$ cat config.mk
export PLATFORM = sky130hd
export DESIGN_NAME = lsu_mem_master_flat
export DESIGN_NICKNAME = d
export VERILOG_FILES = /design/src/rtl/lsu_mem_master_pkg.sv /design/src/rtl/lsu_mem_master_if.sv /design/src/rtl/lsu_mem_master_extend.sv /design/src/rtl/lsu_mem_master.sv /design/src/flat_wrapper.sv
export SDC_FILE = /design/constraint.sdc
export NUM_CORES = 1
export LEC_CHECK = 0
export CORE_MARGIN = 2
export CORE_UTILIZATION = 54
export DETAILED_ROUTE_END_ITERATION = 16
export PLACE_DENSITY = 0.88
export SYNTH_ARGS = -nofsm -noshare
export SYNTH_HDL_FRONTEND = slang
export SYNTH_SLANG_ARGS = --single-unit
$ cat constraint.sdc
create_clock -name clk -period 7.9 [get_ports clk]
set_input_delay 1.975 -clock clk [delete_from_list [all_inputs] [get_ports clk]]
set_output_delay 1.975 -clock clk [all_outputs]
set_load 0.03 [all_outputs]
$ cat src/rtl/lsu_mem_master_pkg.sv
// Shared types and helpers for the load/store byte-sequencing master.
package lsu_mem_master_pkg;

   localparam int unsigned DATA_W = 32;
   localparam int unsigned LANES  = 4;

   typedef enum logic [2:0] {
      MT_B  = 3'b000,
      MT_H  = 3'b001,
      MT_W  = 3'b010,
      MT_BU = 3'b011,
      MT_HU = 3'b100
   } mem_type_e;

   typedef enum logic [1:0] {
      IDLE,
      XFER,
      RESP
   } lsu_state_e;

   typedef struct packed {
      logic              we;
      mem_type_e         mtype;
      logic [DATA_W-1:0] wdata;
   } lsu_req_t;

   // Number of single-byte memory accesses for an access type.
   function automatic logic [2:0] nbytes(input mem_type_e mtype);
      case (mtype)
         MT_H, MT_HU: nbytes = 3'd2;
         MT_W:        nbytes = 3'd4;
         default:     nbytes = 3'd1;
      endcase
   endfunction

   // Unsigned stores are meaningless, and codes above MT_HU are undefined.
   function automatic bit legal(input logic we, input logic [2:0] mtype);
      bit known;
      bit ustore;
      known  = (mtype <= 3'(MT_HU));
      ustore = we && ((mtype == 3'(MT_BU)) || (mtype == 3'(MT_HU)));
      legal  = known && !ustore;
   endfunction

endpackage

$ cat src/rtl/lsu_mem_master_if.sv
// Pipeline-side request/response handshake of the load/store master.
interface lsu_mem_master_if;
   import lsu_mem_master_pkg::*;

   logic              req_valid;
   logic              req_ready;
   logic              req_we;
   logic [2:0]        req_type;
   logic [DATA_W-1:0] req_addr;
   logic [DATA_W-1:0] req_wdata;
   logic              resp_valid;
   logic [DATA_W-1:0] resp_rdata;
   logic              resp_err;
   logic              busy;

   modport master (
      output req_valid, req_we, req_type, req_addr, req_wdata,
      input  req_ready, resp_valid, resp_rdata, resp_err, busy
   );

   modport slave (
      input  req_valid, req_we, req_type, req_addr, req_wdata,
      output req_ready, resp_valid, resp_rdata, resp_err, busy
   );

endinterface

$ cat src/rtl/lsu_mem_master_extend.sv
// Sign/zero extension of assembled little-endian load bytes.
module lsu_mem_master_extend
   import lsu_mem_master_pkg::*;
(
   input  mem_type_e         mtype,
   input  logic [DATA_W-1:0] raw,
   output logic [DATA_W-1:0] extended_c
);

   always_comb begin
      extended_c = '0;
      case (mtype)
         MT_B:    extended_c = {{24{raw[7]}}, raw[7:0]};
         MT_H:    extended_c = {{16{raw[15]}}, raw[15:0]};
         MT_W:    extended_c = raw;
         MT_BU:   extended_c = {24'd0, raw[7:0]};
         MT_HU:   extended_c = {16'd0, raw[15:0]};
         default: extended_c = '0;
      endcase
   end

endmodule

$ cat src/rtl/lsu_mem_master.sv
// Load/store initiator: one pipeline request becomes 1/2/4 byte accesses to a byte-wide memory.
module lsu_mem_master
   import lsu_mem_master_pkg::*;
#(
   parameter int unsigned ADDR_W = 5
)
(
   input  logic              clk,
   input  logic              rst,
   lsu_mem_master_if.slave   req_if,
   output logic              mem_rd_en,
   output logic              mem_wr_en,
   output logic [ADDR_W-1:0] mem_addr,
   output logic [7:0]        mem_wdata,
   input  logic [7:0]        mem_rdata
);

   lsu_state_e             state;
   lsu_req_t               req_q;
   logic [1:0]             cnt;
   logic [1:0]             cnt_nxt;
   logic [LANES-1:0][7:0]  cap;
   logic [LANES-1:0][7:0]  raw_c;
   logic [DATA_W-1:0]      ext_c;
   logic                   accept_c;
   logic                   legal_c;
   logic                   last_c;
   logic                   unused_addr_c;

   assign accept_c      = req_if.req_valid && req_if.req_ready;
   assign legal_c       = legal(req_if.req_we, req_if.req_type);
   assign cnt_nxt       = cnt + 2'd1;
   assign last_c        = (({1'b0, cnt}) + 3'd1) == nbytes(req_q.mtype);
   assign unused_addr_c = ^req_if.req_addr[DATA_W-1:ADDR_W];

   // The final byte arrives in the same cycle the response is formed, so merge it in directly.
   always_comb begin
      raw_c      = cap;
      raw_c[cnt] = mem_rdata;
   end

   lsu_mem_master_extend u_extend (
      .mtype      (req_q.mtype),
      .raw        (raw_c),
      .extended_c (ext_c)
   );

   always_ff @(posedge clk) begin
      if (rst) begin
         state             <= IDLE;
         req_q             <= '0;
         cnt               <= '0;
         cap               <= '0;
         mem_rd_en         <= 1'b0;
         mem_wr_en         <= 1'b0;
         mem_addr          <= '0;
         mem_wdata         <= '0;
         req_if.req_ready  <= 1'b1;
         req_if.resp_valid <= 1'b0;
         req_if.resp_rdata <= '0;
         req_if.resp_err   <= 1'b0;
         req_if.busy       <= 1'b0;
      end else begin
         case (state)
            IDLE, RESP: begin
               req_if.resp_valid <= 1'b0;
               req_if.resp_err   <= 1'b0;
               req_if.resp_rdata <= '0;
               if (accept_c) begin
                  cnt         <= '0;
                  cap         <= '0;
                  req_if.busy <= 1'b1;
                  if (legal_c) begin
                     // First byte goes out in the very first XFER cycle.
                     state            <= XFER;
                     req_q            <= '{we:    req_if.req_we,
                                           mtype: mem_type_e'(req_if.req_type),
                                           wdata: req_if.req_wdata};
                     req_if.req_ready <= 1'b0;
                     mem_rd_en        <= !req_if.req_we;
                     mem_wr_en        <= req_if.req_we;
                     mem_addr         <= req_if.req_addr[ADDR_W-1:0];
                     mem_wdata        <= req_if.req_wdata[7:0];
                  end else begin
                     state             <= RESP;
                     req_if.req_ready  <= 1'b1;
                     req_if.resp_valid <= 1'b1;
                     req_if.resp_err   <= 1'b1;
                  end
               end else begin
                  state            <= IDLE;
                  req_if.req_ready <= 1'b1;
                  req_if.busy      <= 1'b0;
               end
            end

            XFER: begin
               if (!req_q.we) begin
                  cap[cnt] <= mem_rdata;
               end
               if (last_c) begin
                  state             <= RESP;
                  cnt               <= '0;
                  mem_rd_en         <= 1'b0;
                  mem_wr_en         <= 1'b0;
                  mem_wdata         <= '0;
                  req_if.req_ready  <= 1'b1;
                  req_if.resp_valid <= 1'b1;
                  req_if.resp_err   <= 1'b0;
                  req_if.resp_rdata <= req_q.we ? '0 : ext_c;
               end else begin
                  cnt       <= cnt_nxt;
                  mem_addr  <= mem_addr + ADDR_W'(1);
                  mem_wdata <= req_q.wdata[{cnt_nxt, 3'b000} +: 8];
               end
            end

            default: state <= IDLE;
         endcase
      end
   end

endmodule

$ cat src/flat_wrapper.sv
// flat-port wrapper written by rule: the top's interface ports become plain ports
module lsu_mem_master_flat import lsu_mem_master_pkg::*;
#(
   parameter int unsigned ADDR_W = 5
)
  (clk, rst, mem_rd_en, mem_wr_en, mem_addr, mem_wdata, mem_rdata, req_if_req_valid, req_if_req_we, req_if_req_type, req_if_req_addr, req_if_req_wdata, req_if_req_ready, req_if_resp_valid, req_if_resp_rdata, req_if_resp_err, req_if_busy);
  lsu_mem_master_if req_if_i ();
  input  logic clk;
  input  logic rst;
  output logic mem_rd_en;
  output logic mem_wr_en;
  output logic [ADDR_W-1:0] mem_addr;
  output logic [7:0] mem_wdata;
  input  logic [7:0] mem_rdata;
  input wire logic [$bits(req_if_i.req_valid)-1:0] req_if_req_valid;
  input wire logic [$bits(req_if_i.req_we)-1:0] req_if_req_we;
  input wire logic [$bits(req_if_i.req_type)-1:0] req_if_req_type;
  input wire logic [$bits(req_if_i.req_addr)-1:0] req_if_req_addr;
  input wire logic [$bits(req_if_i.req_wdata)-1:0] req_if_req_wdata;
  output wire logic [$bits(req_if_i.req_ready)-1:0] req_if_req_ready;
  output wire logic [$bits(req_if_i.resp_valid)-1:0] req_if_resp_valid;
  output wire logic [$bits(req_if_i.resp_rdata)-1:0] req_if_resp_rdata;
  output wire logic [$bits(req_if_i.resp_err)-1:0] req_if_resp_err;
  output wire logic [$bits(req_if_i.busy)-1:0] req_if_busy;
  assign req_if_i.req_valid = req_if_req_valid;
  assign req_if_i.req_we = req_if_req_we;
  assign req_if_i.req_type = req_if_req_type;
  assign req_if_i.req_addr = req_if_req_addr;
  assign req_if_i.req_wdata = req_if_req_wdata;
  assign req_if_req_ready = req_if_i.req_ready;
  assign req_if_resp_valid = req_if_i.resp_valid;
  assign req_if_resp_rdata = req_if_i.resp_rdata;
  assign req_if_resp_err = req_if_i.resp_err;
  assign req_if_busy = req_if_i.busy;
  lsu_mem_master #(.ADDR_W(ADDR_W)) u_core (.clk(clk), .rst(rst), .req_if(req_if_i), .mem_rd_en(mem_rd_en), .mem_wr_en(mem_wr_en), .mem_addr(mem_addr), .mem_wdata(mem_wdata), .mem_rdata(mem_rdata));
endmodule
# Word level (Yosys, flattened, before mapping)
# Cells that the tools add are included.
[totals]
reg_bits = 123
inputBits = 79
out_inout_bits = 51
wordCells = 99
[classes]
add_sub_neg = 3
magnitude_cmp = 3
eq_ne = 14
n_shift = 1
mux = 41
reduce_logical = 19
[op_table]
columns = ["operator", "n"]
rows = [
  ["$pmux 32 s5", 1],
  ["$mux 32", 4],
  ["$pmux 32 s2", 2],
  ["$bwmux 32", 1],
  ["$mux 8", 4],
  ["$shiftx 32x6->8", 1],
  ["$demux 8 s2", 1],
  ["$pmux 8 s2", 1],
  ["$mux 5", 3],
  ["$mux 1", 10],
  ["$mux 2", 5],
  ["$pmux 1 s2", 5],
  ["$pmux 5 s2", 1],
  ["$eq 3x2->1 const B", 3],
  ["$reduce_and 3->1", 3],
  ["$pmux 2 s2", 2],
  ["$reduce_and 4->1", 2],
  ["$eq 3x3->1 const B", 2],
  ["$ne 2x1->1 const B", 3],
  ["$pmux 3 s2", 1],
  ["$add 5x1->5 const B", 1],
  ["$logic_and 1x1->1", 4],
  ["$ne 2x2->1 const B", 2],
  ["$reduce_and 2->1", 2],
  ["15 further kinds", 17],
]

# Longest topological paths before layout
# Gate-level depths: netlist of the first run.
[depth]
depth_word = 9
depth_mapped = 12
depth_no_buf = 7

# Cells and area by module
# From an unflattened synthesis of the first run, not the netlist that was laid out.
[hier_totals]
cells_unflattened = 637
area_unflattened_um2 = 5934.4
[modules_own_cells]
columns = ["module", "instances", "cells_each", "area_per_inst_um2", "seq_area_each_um2"]
rows = [
  ["lsu_mem_master", 1, 548, 5191.2, 2462.4],
  ["lsu_mem_master_extend", 1, 89, 743.2, 0.0],
]

# Least setup slack after synthesis of the first run
# Ideal clock, no wire load.
[synth_timing]
path_kind = "input -> register"
startpoint = "input req_if_req_type[1]"
endpoint = "register u_core.mem_addr[1]"
setup_ns = 0.091
arrival_ns = 3.532
t_required_ns = 7.809
setup_slack_ns = 4.277
cell_stages = 6
n_path_buf = 2
cell_sequence = "a21o_1 a211oi_1 clkbuf_1 clkbuf_1 nor3_1 a311oi_1"
[synth_via]
elab_chain_cells = 7
elab_cells_between_ends = 9
cone_classes = "order compare: 1; eq/ne: 3; reduce/logical: 5"
[synth_rtl]
columns = ["item", "line_no", "rtl"]
rows = [
  ["start, declared", "flat_wrapper.sv:17", "input wire logic [$bits(req_if_i.req_type)-1:0] req_if_req_type;"],
  ["$eq 3x2->1 or $eq 3x3->1 (tied branches)", "lsu_mem_master_pkg.sv:41", "ustore = we && ((mtype == 3'(MT_BU)) || (mtype == 3'(MT_HU)));"],
  ["$logic_or 1x1->1", "lsu_mem_master_pkg.sv:41", ""],
  ["$logic_and 1x1->1", "lsu_mem_master_pkg.sv:41", ""],
  ["$logic_not 1->1", "lsu_mem_master_pkg.sv:42", "legal = known && !ustore;"],
  ["$logic_and 1x1->1 *", "lsu_mem_master_pkg.sv:42", ""],
  ["$ne 2x1->1 (no source line) *", "--", ""],
  ["$reduce_and 4->1 (no source line) *", "--", ""],
  ["end signal, assigned", "lsu_mem_master.sv:82", "mem_addr <= req_if.req_addr[ADDR_W-1:0];"],
  ["end signal, assigned", "lsu_mem_master.sv:113", "mem_addr <= mem_addr + ADDR_W'(1);"],
  ["end, declared", "lsu_mem_master.sv:13", "output logic [ADDR_W-1:0] mem_addr,"],
]
# Every way passes the cells marked *; elsewhere a longest branch is shown, timed or not.
# A chain may end at the register's enable or synchronous reset.

# Worst setup path after layout of the first run
[layout_timing]
startpoint = "input req_if_req_valid"
endpoint = "register u_core.mem_wdata[0]"
[layout_via]
elab_chain_cells = 3
[layout_rtl]
columns = ["item", "line_no", "rtl"]
rows = [
  ["start, declared", "flat_wrapper.sv:15", "input wire logic [$bits(req_if_i.req_valid)-1:0] req_if_req_valid;"],
  ["$logic_and 1x1->1", "lsu_mem_master.sv:30", "assign accept_c = req_if.req_valid && req_if.req_ready;"],
  ["$ne 2x1->1 (no source line)", "--", ""],
  ["$reduce_and 3->1 (no source line)", "--", ""],
  ["end signal, assigned", "lsu_mem_master.sv:83", "mem_wdata <= req_if.req_wdata[7:0];"],
  ["end signal, assigned", "lsu_mem_master.sv:114", "mem_wdata <= req_q.wdata[{cnt_nxt, 3'b000} +: 8];"],
  ["end, declared", "lsu_mem_master.sv:14", "output logic [7:0] mem_wdata,"],
]
# Every way passes these cells.

==> results of run 1 <==
cell type report:
cell class	instances	share of cell area (%)
Multi-Input combinational cell	450	39.15
Sequential cell	123	34.38
Timing Repair Buffer	107	14.71
Clock buffer	19	6.027
Clock inverter	13	2.987
Tap cell	133	2.324
Inverter	8	0.4193
worst max-delay path, delay by kind of cell:
| kind | cells | cell delay, ps |
|---|---|---|
| compound gates | 3 | 1340 |
| simple gates | 2 | 490 |
| buf+inv | 2 | 950 |
layer usage:
metal  wire length [um]  vias up  global-route usage [%]  share of wire (%)
li1                   -     2391                       -                  -
met1               5949     2506                   33.92                 39
met2               7781      302                   48.65                 50
met3               1197       57                   5.552                7.8
met4                494        0                   12.76                3.2
met5                  0        -                       0                  0
stage by stage:
step	util [%]	total power, uW	area [sq um]
after global placement	66.06	839.4	6516
after detailed placement	66.06	846.2	6516
after CTS	72.60	1682	7162
after global routing	72.60	1732	7162
final	72.60	1686	7162
after floorplan	-	773.2	5520
power breakdown:
group / total (uW) / internal (uW) / leakage [uW] / switching (uW)
registers: 658 / 641 / 0.000997 / 17.2
logic: 183 / 71.0 / 0.00114 / 112
clock network: 845 / 555 / 0.000309 / 290
worst min-delay path by stage:
stage / start / to / slack (ps) / depth (start not counted)
3_5_place_dp: u_core.req_q[20] / u_core.req_q[20] / 450 / 2
5_1_grt: u_core.req_q[20] / u_core.req_q[20] / 470 / 2
6_report: u_core.req_q[24] / u_core.req_q[24] / 460 / 2
2_1_floorplan: u_core.cap[7] / u_core.cap[7] / 430 / 2
3_3_place_gp: u_core.cap[7] / u_core.cap[7] / 440 / 2
4_1_cts: u_core.req_q[20] / u_core.req_q[20] / 450 / 2
sequential cells by signal, indices dropped and copies added (netlist names):
register / cells
u_core.req_if.resp_rdata: 32
u_core.req_if.busy: 1
u_core.state: 2
u_core.req_if.resp_valid: 1
u_core.cnt: 2
u_core.mem_wdata: 8
u_core.req_if.resp_err: 1
u_core.mem_rd_en: 1
u_core.req_if.req_ready: 1
u_core.mem_addr: 5
u_core.req_q: 36
u_core.cap: 32
u_core.mem_wr_en: 1
cell usage in the layout (no fill, tap or decap), types with 3 or more instances in the layout:
master                            netlist  final
sky130_fd_sc_hd__dfxtp_1              123    123
sky130_fd_sc_hd__inv_1                  7      7
sky130_fd_sc_hd__clkdlybuf4s50_1        0    101
sky130_fd_sc_hd__a22oi_1               31     31
sky130_fd_sc_hd__nand2_1              117    117
sky130_fd_sc_hd__clkinv_4               0      3
sky130_fd_sc_hd__nor3_1                10     10
sky130_fd_sc_hd__o21ai_1                4      4
sky130_fd_sc_hd__ha_1                   5      5
sky130_fd_sc_hd__clkbuf_16              0     16
sky130_fd_sc_hd__and2_1                 4      4
sky130_fd_sc_hd__nand4b_1               3      3
sky130_fd_sc_hd__nor2_1                58     58
sky130_fd_sc_hd__o2111ai_1              7      7
sky130_fd_sc_hd__mux2i_1               57     57
sky130_fd_sc_hd__a31oi_1                3      3
sky130_fd_sc_hd__o41ai_1                6      6
sky130_fd_sc_hd__nand3_1               10     10
sky130_fd_sc_hd__mux2_2                 5      5
sky130_fd_sc_hd__bufinv_16              0      5
sky130_fd_sc_hd__o22ai_1                3      3
sky130_fd_sc_hd__a21boi_0               3      3
sky130_fd_sc_hd__o21a_1                 3      3
sky130_fd_sc_hd__o21ai_0               30     30
sky130_fd_sc_hd__a21oi_1               52     52
sky130_fd_sc_hd__mux4_2                 8      8
sky130_fd_sc_hd__buf_4                  0      5
cell families after synthesis:
logic type	Yosys count
xor gates and xnor gates	1
adders and majority gates	6
DFF	123
buffers and inverters	63
muxes	70
and+or+nand+nor	216
AOI/OAI and AO/OA	157
==> flow_results.xml, run 1 <==
<?xml version="1.0" encoding="UTF-8"?>
<metrics>
  <group name="placement">
    <metric name="place_worst_setup_slack" unit="ps">3020</metric>
    <metric name="gp_congestion" unit="">0.8254</metric>
    <metric name="port_buffers" unit="">102</metric>
    <metric name="dp_hpwl" unit="um">9324</metric>
    <metric name="place.detailed.instances" unit="">821</metric>
  </group>
  <group name="worst_setup_path">
    <metric name="critical_path_peak_fanout" unit="">27</metric>
    <metric name="endpoint_required_time_on_the_critical_path" unit="ps">8250</metric>
    <metric name="crit_chain" unit="">clkdlybuf4s50_1, nand3b_1, a211oi_4, buf_4, nor2_1, a21boi_0, o22ai_1</metric>
    <metric name="critPathArrivalTime" unit="ps">4770</metric>
    <metric name="r2r.worst_path.cells" unit="">8</metric>
    <metric name="r2r_slack" unit="ps">3940</metric>
    <metric name="library_cell_contributing_the_largest_single_delay_on_the_critical_path" unit="">sky130_fd_sc_hd__a211oi_4</metric>
    <metric name="worst-setup-path-type" unit="">in2reg</metric>
    <metric name="critical_path.reg2reg.startpoint" unit="">u_core.cnt[0]</metric>
    <metric name="critPathLaunchType" unit="">input port</metric>
    <metric name="crit_path_start" unit="">req_if_req_valid</metric>
    <metric name="timing.rr.end" unit="">u_core.req_if.resp_rdata[4]</metric>
    <metric name="max_stage_delay" unit="ps">950</metric>
    <metric name="worstSetupEndpointType" unit="">flop</metric>
    <metric name="crit_path_end" unit="">u_core.mem_wdata[0]</metric>
  </group>
  <group name="yosys">
    <metric name="synth_fa_ha_area_share" unit="%">1.315</metric>
    <metric name="synth.area.mux_share" unit="%">14.62</metric>
    <metric name="yosys.area_share.xor_xnor" unit="%">0.1587</metric>
    <metric name="dominant_combinational_cell_family_by_area_after_synthesis" unit="">compound AO/OA/AOI/OAI gates</metric>
    <metric name="synth.yosys.seq_area_share" unit="%">44.61</metric>
    <metric name="dominantRegCellSynth" unit="">sky130_fd_sc_hd__dfxtp_1</metric>
    <metric name="netlist_area" unit="sq mm">0.005520</metric>
    <metric name="synth_area_leaders" unit="">sky130_fd_sc_hd__dfxtp_1 45%, sky130_fd_sc_hd__mux2i_1 10%, sky130_fd_sc_hd__nand2_1 8.0%</metric>
    <metric name="cell_variety_after_synth" unit="">50</metric>
    <metric name="synth_top_cells_by_count" unit="">123 x sky130_fd_sc_hd__dfxtp_1, 117 x sky130_fd_sc_hd__nand2_1, 58 x sky130_fd_sc_hd__nor2_1</metric>
    <metric name="yosys.cell_count.top_type" unit="">sky130_fd_sc_hd__dfxtp_1</metric>
    <metric name="synth-simple-area-share" unit="%">16.34</metric>
    <metric name="synth-compound-area-share" unit="%">18.13</metric>
    <metric name="yosys_synthesis_warning_count" unit="">0</metric>
    <metric name="synth_seq_cells" unit="">123</metric>
    <metric name="synth.avg_cell_area" unit="sq um">8.680</metric>
    <metric name="synth_top_cell_by_area" unit="">sky130_fd_sc_hd__dfxtp_1</metric>
    <metric name="synth_cells" unit="">636</metric>
    <metric name="asyncSetResetFlopFracSynth" unit="%">0</metric>
    <metric name="synth_enable_flop_cells" unit="">0</metric>
    <metric name="synth.net_count" unit="">720</metric>
    <metric name="post-synth-top-area-fraction" unit="%">44.61</metric>
  </group>
  <group name="timing">
    <metric name="clock_skew" unit="ps">7.634</metric>
    <metric name="slew_violations" unit="">0</metric>
    <metric name="setup_violating_endpoint_count_in_the_final_report" unit="">0</metric>
    <metric name="fin_hold_ws" unit="ps">456.0</metric>
    <metric name="max_freq" unit="MHz">226.2</metric>
    <metric name="finalSetupTns" unit="ps">0</metric>
    <metric name="worstMarginPinSlew" unit="ps">1094</metric>
    <metric name="rsz0062_at_grt" unit="">no</metric>
    <metric name="maxSlewHeadroom" unit="%">26.85</metric>
    <metric name="setup_slack" unit="ps">3479</metric>
    <metric name="report.final.hold_viol_count" unit="">0</metric>
    <metric name="layout_worst_path_cycle_share" unit="%">55.97</metric>
    <metric name="final_period_demand_of_the_worst_path" unit="ps">4421</metric>
  </group>
  <group name="power_and_ir_drop">
    <metric name="irDropWorstVdd" unit="V">0.0001452</metric>
    <metric name="static-leakage-power" unit="uW">0.002445</metric>
    <metric name="cellPowerDensity" unit="mW/mm^2">235.5</metric>
  </group>
  <group name="drt">
    <metric name="detailroute.via_count" unit="">5256</metric>
    <metric name="drt_pass1_iterations" unit="">6</metric>
    <metric name="drtIter0Drc" unit="">581</metric>
    <metric name="remaining_design_rule_violation_count" unit="">0</metric>
    <metric name="avgViaCountPerCell" unit="">6.162</metric>
    <metric name="antenna_violating_nets_post_route" unit="">0</metric>
    <metric name="detail_route.wirelength" unit="um">15420</metric>
    <metric name="wire_per_inst" unit="um">18.08</metric>
  </group>
  <group name="layout">
    <metric name="final_net_count" unit="">791</metric>
    <metric name="reg_area" unit="sq mm">0.002462</metric>
    <metric name="stdcell_count" unit="">853</metric>
    <metric name="filler_cell_count" unit="">649</metric>
    <metric name="antennaDiodeCount" unit="">0</metric>
    <metric name="syn2layout_area_growth" unit="%">29.74</metric>
    <metric name="multiInputGateArea" unit="sq mm">0.002804</metric>
    <metric name="fraction_of_final_layout_cells_with_drive_strength_greater_than_1" unit="%">7.778</metric>
  </group>
  <group name="die">
    <metric name="io_pins" unit="">130</metric>
    <metric name="fp.dieW" unit="um">105.1</metric>
    <metric name="core.rowCount" unit="">36</metric>
    <metric name="start_util" unit="%">55.96</metric>
    <metric name="chipHeight" unit="um">105.1</metric>
    <metric name="die_area" unit="sq mm">0.01105</metric>
    <metric name="core_area" unit="sq mm">0.009864</metric>
  </group>
  <group name="clock_tree">
    <metric name="ctsRootBufferMaster" unit="">sky130_fd_sc_hd__clkbuf_8</metric>
    <metric name="ctsHtreeMaxLevel" unit="">4</metric>
    <metric name="numCtsBuffers" unit="">17</metric>
    <metric name="worst_skew_pair.late_latency" unit="ps">520</metric>
    <metric name="post-cts-setup-buffers" unit="">0</metric>
    <metric name="hold_buffers" unit="">0</metric>
    <metric name="path_clk_slew" unit="ps">60</metric>
    <metric name="post_cts_resize_count" unit="">0</metric>
    <metric name="cts_buffer_depth" unit="">2</metric>
    <metric name="clock-sinks" unit="">123</metric>
    <metric name="tritoncts" unit="">done</metric>
  </group>
  <group name="outcome">
    <metric name="outcome" unit="">complete, no violations</metric>
  </group>
  <group name="global_route">
    <metric name="number_of_antenna_violations_at_the_first_check_in_global_routing" unit="">0</metric>
    <metric name="wire_length_of_the_first_global_routing_pass" unit="um">25000</metric>
    <metric name="first_global_vias" unit="">5079</metric>
    <metric name="largest_net_degree_at_the_start_of_global_routing" unit="">100</metric>
    <metric name="globalRouteTotalUtil" unit="%">28.23</metric>
    <metric name="global_route.overflow_total" unit="">0</metric>
  </group>
  <group name="flow_run">
    <metric name="cap_violations" unit="">0</metric>
  </group>
  <group name="worst_hold_path">
    <metric name="hp-class" unit="">reg2reg</metric>
  </group>
</metrics>
No activity file was read; power rests on OpenSTA's default activity.
==> inputs of run 2 (changes only) <==
--- a/config.mk
+++ b/config.mk
@@ -6,9 +6,9 @@
 export NUM_CORES = 1
 export LEC_CHECK = 0
 export CORE_MARGIN = 2
-export CORE_UTILIZATION = 54
+export CORE_UTILIZATION = 50
 export DETAILED_ROUTE_END_ITERATION = 16
-export PLACE_DENSITY = 0.88
+export PLACE_DENSITY = 0.82
 export SYNTH_ARGS = -nofsm -noshare
 export SYNTH_HDL_FRONTEND = slang
 export SYNTH_SLANG_ARGS = --single-unit
==> constraint.sdc (replaced) <==
create_clock -name clk -period 4.1 [get_ports clk]
set_input_delay 1.025 -clock clk [delete_from_list [all_inputs] [get_ports clk]]
set_output_delay 1.025 -clock clk [all_outputs]
set_load 0.03 [all_outputs]
==> run 2 against run 1 <==
Against the previous run:
- die area is 7.7% higher
- largest cell class unchanged
- register-to-register slack lost 3300 ps
- highest routed layer unchanged
- total power grew 98%
==> flow_results.xml, run 2 (synthesized netlist as in run 1, its figures left out) <==
<?xml version="1.0" encoding="UTF-8"?>
<metrics>
  <group name="power_and_ir_drop">
    <metric name="seq_power_share" unit="%">37.8</metric>
    <metric name="switching_part_of_the_total_power" unit="%">22.87</metric>
    <metric name="netSwitchingPower" unit="uW">764.4</metric>
    <metric name="p_int" unit="uW">2578</metric>
    <metric name="p_comb_share" unit="%">10.4</metric>
    <metric name="total_power" unit="uW">3343</metric>
    <metric name="irDropWorstVdd" unit="V">0.0002609</metric>
    <metric name="cellPowerDensity" unit="mW/mm^2">461.6</metric>
    <metric name="clkPwrFrac" unit="%">51.8</metric>
    <metric name="static-leakage-power" unit="uW">0.002479</metric>
  </group>
  <group name="timing">
    <metric name="report.final.hold_viol_count" unit="">0</metric>
    <metric name="setup_slack" unit="ps">689.8</metric>
    <metric name="worstMarginPinSlew" unit="ps">1035</metric>
    <metric name="setup_violating_endpoint_count_in_the_final_report" unit="">0</metric>
    <metric name="max_freq" unit="MHz">293.2</metric>
    <metric name="final_period_demand_of_the_worst_path" unit="ps">3410</metric>
    <metric name="slew_violations" unit="">0</metric>
    <metric name="rsz0062_at_grt" unit="">no</metric>
    <metric name="layout_worst_path_cycle_share" unit="%">83.17</metric>
    <metric name="maxSlewHeadroom" unit="%">30.98</metric>
    <metric name="finalSetupTns" unit="ps">0</metric>
    <metric name="clock_skew" unit="ps">6.683</metric>
  </group>
  <group name="worst_setup_path">
    <metric name="worstSetupEndpointType" unit="">flop</metric>
    <metric name="critical_path_peak_fanout" unit="">35</metric>
    <metric name="timing.critical_path.max_delay_family" unit="">compound AO/OA/AOI/OAI gates</metric>
    <metric name="cp.buffers_inverters" unit="">1</metric>
    <metric name="endpoint_required_time_on_the_critical_path" unit="ps">4520</metric>
    <metric name="critPathLaunchType" unit="">flop</metric>
    <metric name="critPathArrivalTime" unit="ps">3830</metric>
    <metric name="crit_chain" unit="">inv_1, ha_1, nor2b_1, a32oi_1, and2_1, o21a_2, mux2i_1</metric>
    <metric name="library_cell_contributing_the_largest_single_delay_on_the_critical_path" unit="">sky130_fd_sc_hd__o21a_2</metric>
    <metric name="worst-setup-path-type" unit="">reg2reg</metric>
    <metric name="max_stage_delay" unit="ps">880</metric>
  </group>
  <group name="clock_tree">
    <metric name="ctsRootBufferMaster" unit="">sky130_fd_sc_hd__clkbuf_8</metric>
    <metric name="clock-sinks" unit="">123</metric>
    <metric name="ctsHtreeMaxLevel" unit="">4</metric>
    <metric name="cts_buffer_depth" unit="">2</metric>
    <metric name="tritoncts" unit="">done</metric>
    <metric name="worst_skew_pair.late_latency" unit="ps">510</metric>
    <metric name="post-cts-setup-buffers" unit="">0</metric>
    <metric name="numCtsBuffers" unit="">17</metric>
    <metric name="post_cts_resize_count" unit="">0</metric>
    <metric name="hold_buffers" unit="">0</metric>
    <metric name="path_clk_slew" unit="ps">60</metric>
  </group>
  <group name="drt">
    <metric name="antenna_violating_nets_post_route" unit="">0</metric>
    <metric name="wire_per_inst" unit="um">16.65</metric>
    <metric name="detail_route.wirelength" unit="um">14350</metric>
    <metric name="remaining_design_rule_violation_count" unit="">0</metric>
    <metric name="detailroute.via_count" unit="">5077</metric>
    <metric name="avgViaCountPerCell" unit="">5.890</metric>
    <metric name="drtIter0Drc" unit="">351</metric>
    <metric name="drt_pass1_iterations" unit="">5</metric>
  </group>
  <group name="die">
    <metric name="io_pins" unit="">130</metric>
    <metric name="chipHeight" unit="um">109.1</metric>
    <metric name="start_util" unit="%">51.15</metric>
    <metric name="core_area" unit="sq mm">0.01079</metric>
    <metric name="die_area" unit="sq mm">0.01190</metric>
    <metric name="core.rowCount" unit="">38</metric>
    <metric name="fp.dieW" unit="um">109.1</metric>
  </group>
  <group name="placement">
    <metric name="port_buffers" unit="">102</metric>
    <metric name="gp_congestion" unit="">0.8003</metric>
    <metric name="place_worst_setup_slack" unit="ps">754.0</metric>
    <metric name="dp_hpwl" unit="um">9351</metric>
  </group>
  <group name="global_route">
    <metric name="number_of_antenna_violations_at_the_first_check_in_global_routing" unit="">0</metric>
    <metric name="first_global_vias" unit="">4758</metric>
    <metric name="largest_net_degree_at_the_start_of_global_routing" unit="">99</metric>
    <metric name="globalRouteTotalUtil" unit="%">24.77</metric>
    <metric name="global_route.overflow_total" unit="">0</metric>
    <metric name="wire_length_of_the_first_global_routing_pass" unit="um">23110</metric>
  </group>
  <group name="layout">
    <metric name="largest_register_ff_count" unit="">36</metric>
    <metric name="max_flop_register" unit="">u_core.req_q</metric>
    <metric name="layout_top_registers" unit="">u_core.req_q x36, u_core.cap x32, u_core.req_if.resp_rdata x32</metric>
    <metric name="antennaDiodeCount" unit="">0</metric>
    <metric name="final_net_count" unit="">793</metric>
    <metric name="syn2layout_area_growth" unit="%">31.19</metric>
    <metric name="layout.cells.most_common_list" unit="">123 x sky130_fd_sc_hd__dfxtp_1, 117 x sky130_fd_sc_hd__nand2_1, 101 x sky130_fd_sc_hd__clkdlybuf4s50_1</metric>
    <metric name="fraction_of_final_layout_cells_with_drive_strength_greater_than_1" unit="%">8.033</metric>
    <metric name="final_common_cell" unit="">sky130_fd_sc_hd__dfxtp_1</metric>
  </group>
  <group name="outcome">
    <metric name="outcome" unit="">complete, no violations</metric>
  </group>
  <group name="flow_run">
    <metric name="cap_violations" unit="">0</metric>
  </group>
  <group name="worst_hold_path">
    <metric name="hp-class" unit="">reg2reg</metric>
  </group>
</metrics>
run 2: cell count changes in the layout (fill, tap and decap cells not counted), sizes merged:
cell | previous run | this run
buf | 6 | 8
bufinv | 5 | 7
clkbuf | 19 | 21
clkinv | 4 | 2
inv | 10 | 8
run 2: stage by stage:
step / utilization [%] / cells / area (sq um) / hold WS (ps)
2_1_floorplan: - / 636 / 5520 / 431.2
3_3_place_gp: 60.72 / 830 / 6554 / 439.7
3_5_place_dp: 60.72 / 830 / 6554 / 447.3
4_1_cts: 67.10 / 862 / 7242 / 455.1
5_1_grt: 67.10 / 862 / 7242 / 472.0
6_report: 67.10 / 862 / 7242 / 452.2
run 2: worst reg2reg max path: cells and delay by family (launching register included):
| family | cells | cell delay (ps) |
|---|---|---|
| AO/OA/AOI/OAI | 2 | 1300 |
| adder cells (fa/ha/maj) | 1 | 660 |
| AND/OR/NAND/NOR | 2 | 560 |
| flip-flops | 1 | 380 |
| multiplexers | 1 | 330 |
| buffers and inverters | 1 | 90 |
run 2: cell type report:
cell class	instances	area [sq um]
inverter	8	30.03
clock inverter	11	239.0
timing repair buffer	109	1081
clock buffer	21	449.2
tap	140	175.2
sequential	123	2462
multi-input combinational	450	2805
fill	830	3551
run 2: power groups by stage:
| stage | registers [uW] | clock network [uW] | logic (uW) |
|---|---|---|---|
| 3_3_place_gp | 1290 | 0 | 332 |
| 3_5_place_dp | 1290 | 0 | 342 |
| 6_report | 1270 | 1730 | 347 |
| 2_1_floorplan | 1310 | 0 | 178 |
| 4_1_cts | 1260 | 1740 | 345 |
| 5_1_grt | 1270 | 1800 | 377 |
run 2: metal layers:
metal  GRT usage, %  routed length (um)  up-vias
met4          8.425                 237        0
li1               -                   -     2401
met1          30.47                5977     2472
met3          5.200                 776       27
met2          42.95                7360      177
met5              0                   0        -
run 2: path summary, 6_finish.rpt:
| kind | end | from | slack [ps] | cells past startpoint |
|---|---|---|---|---|
| max | u_core.req_if.resp_rdata[8] | u_core.cnt[1] | 690 | 7 |
| min | u_core.req_q[21] | u_core.req_q[21] | 450 | 2 |
| max reg2reg | u_core.req_if.resp_rdata[8] | u_core.cnt[1] | 690 | 7 |
| min reg2reg | u_core.req_q[21] | u_core.req_q[21] | 450 | 2 |
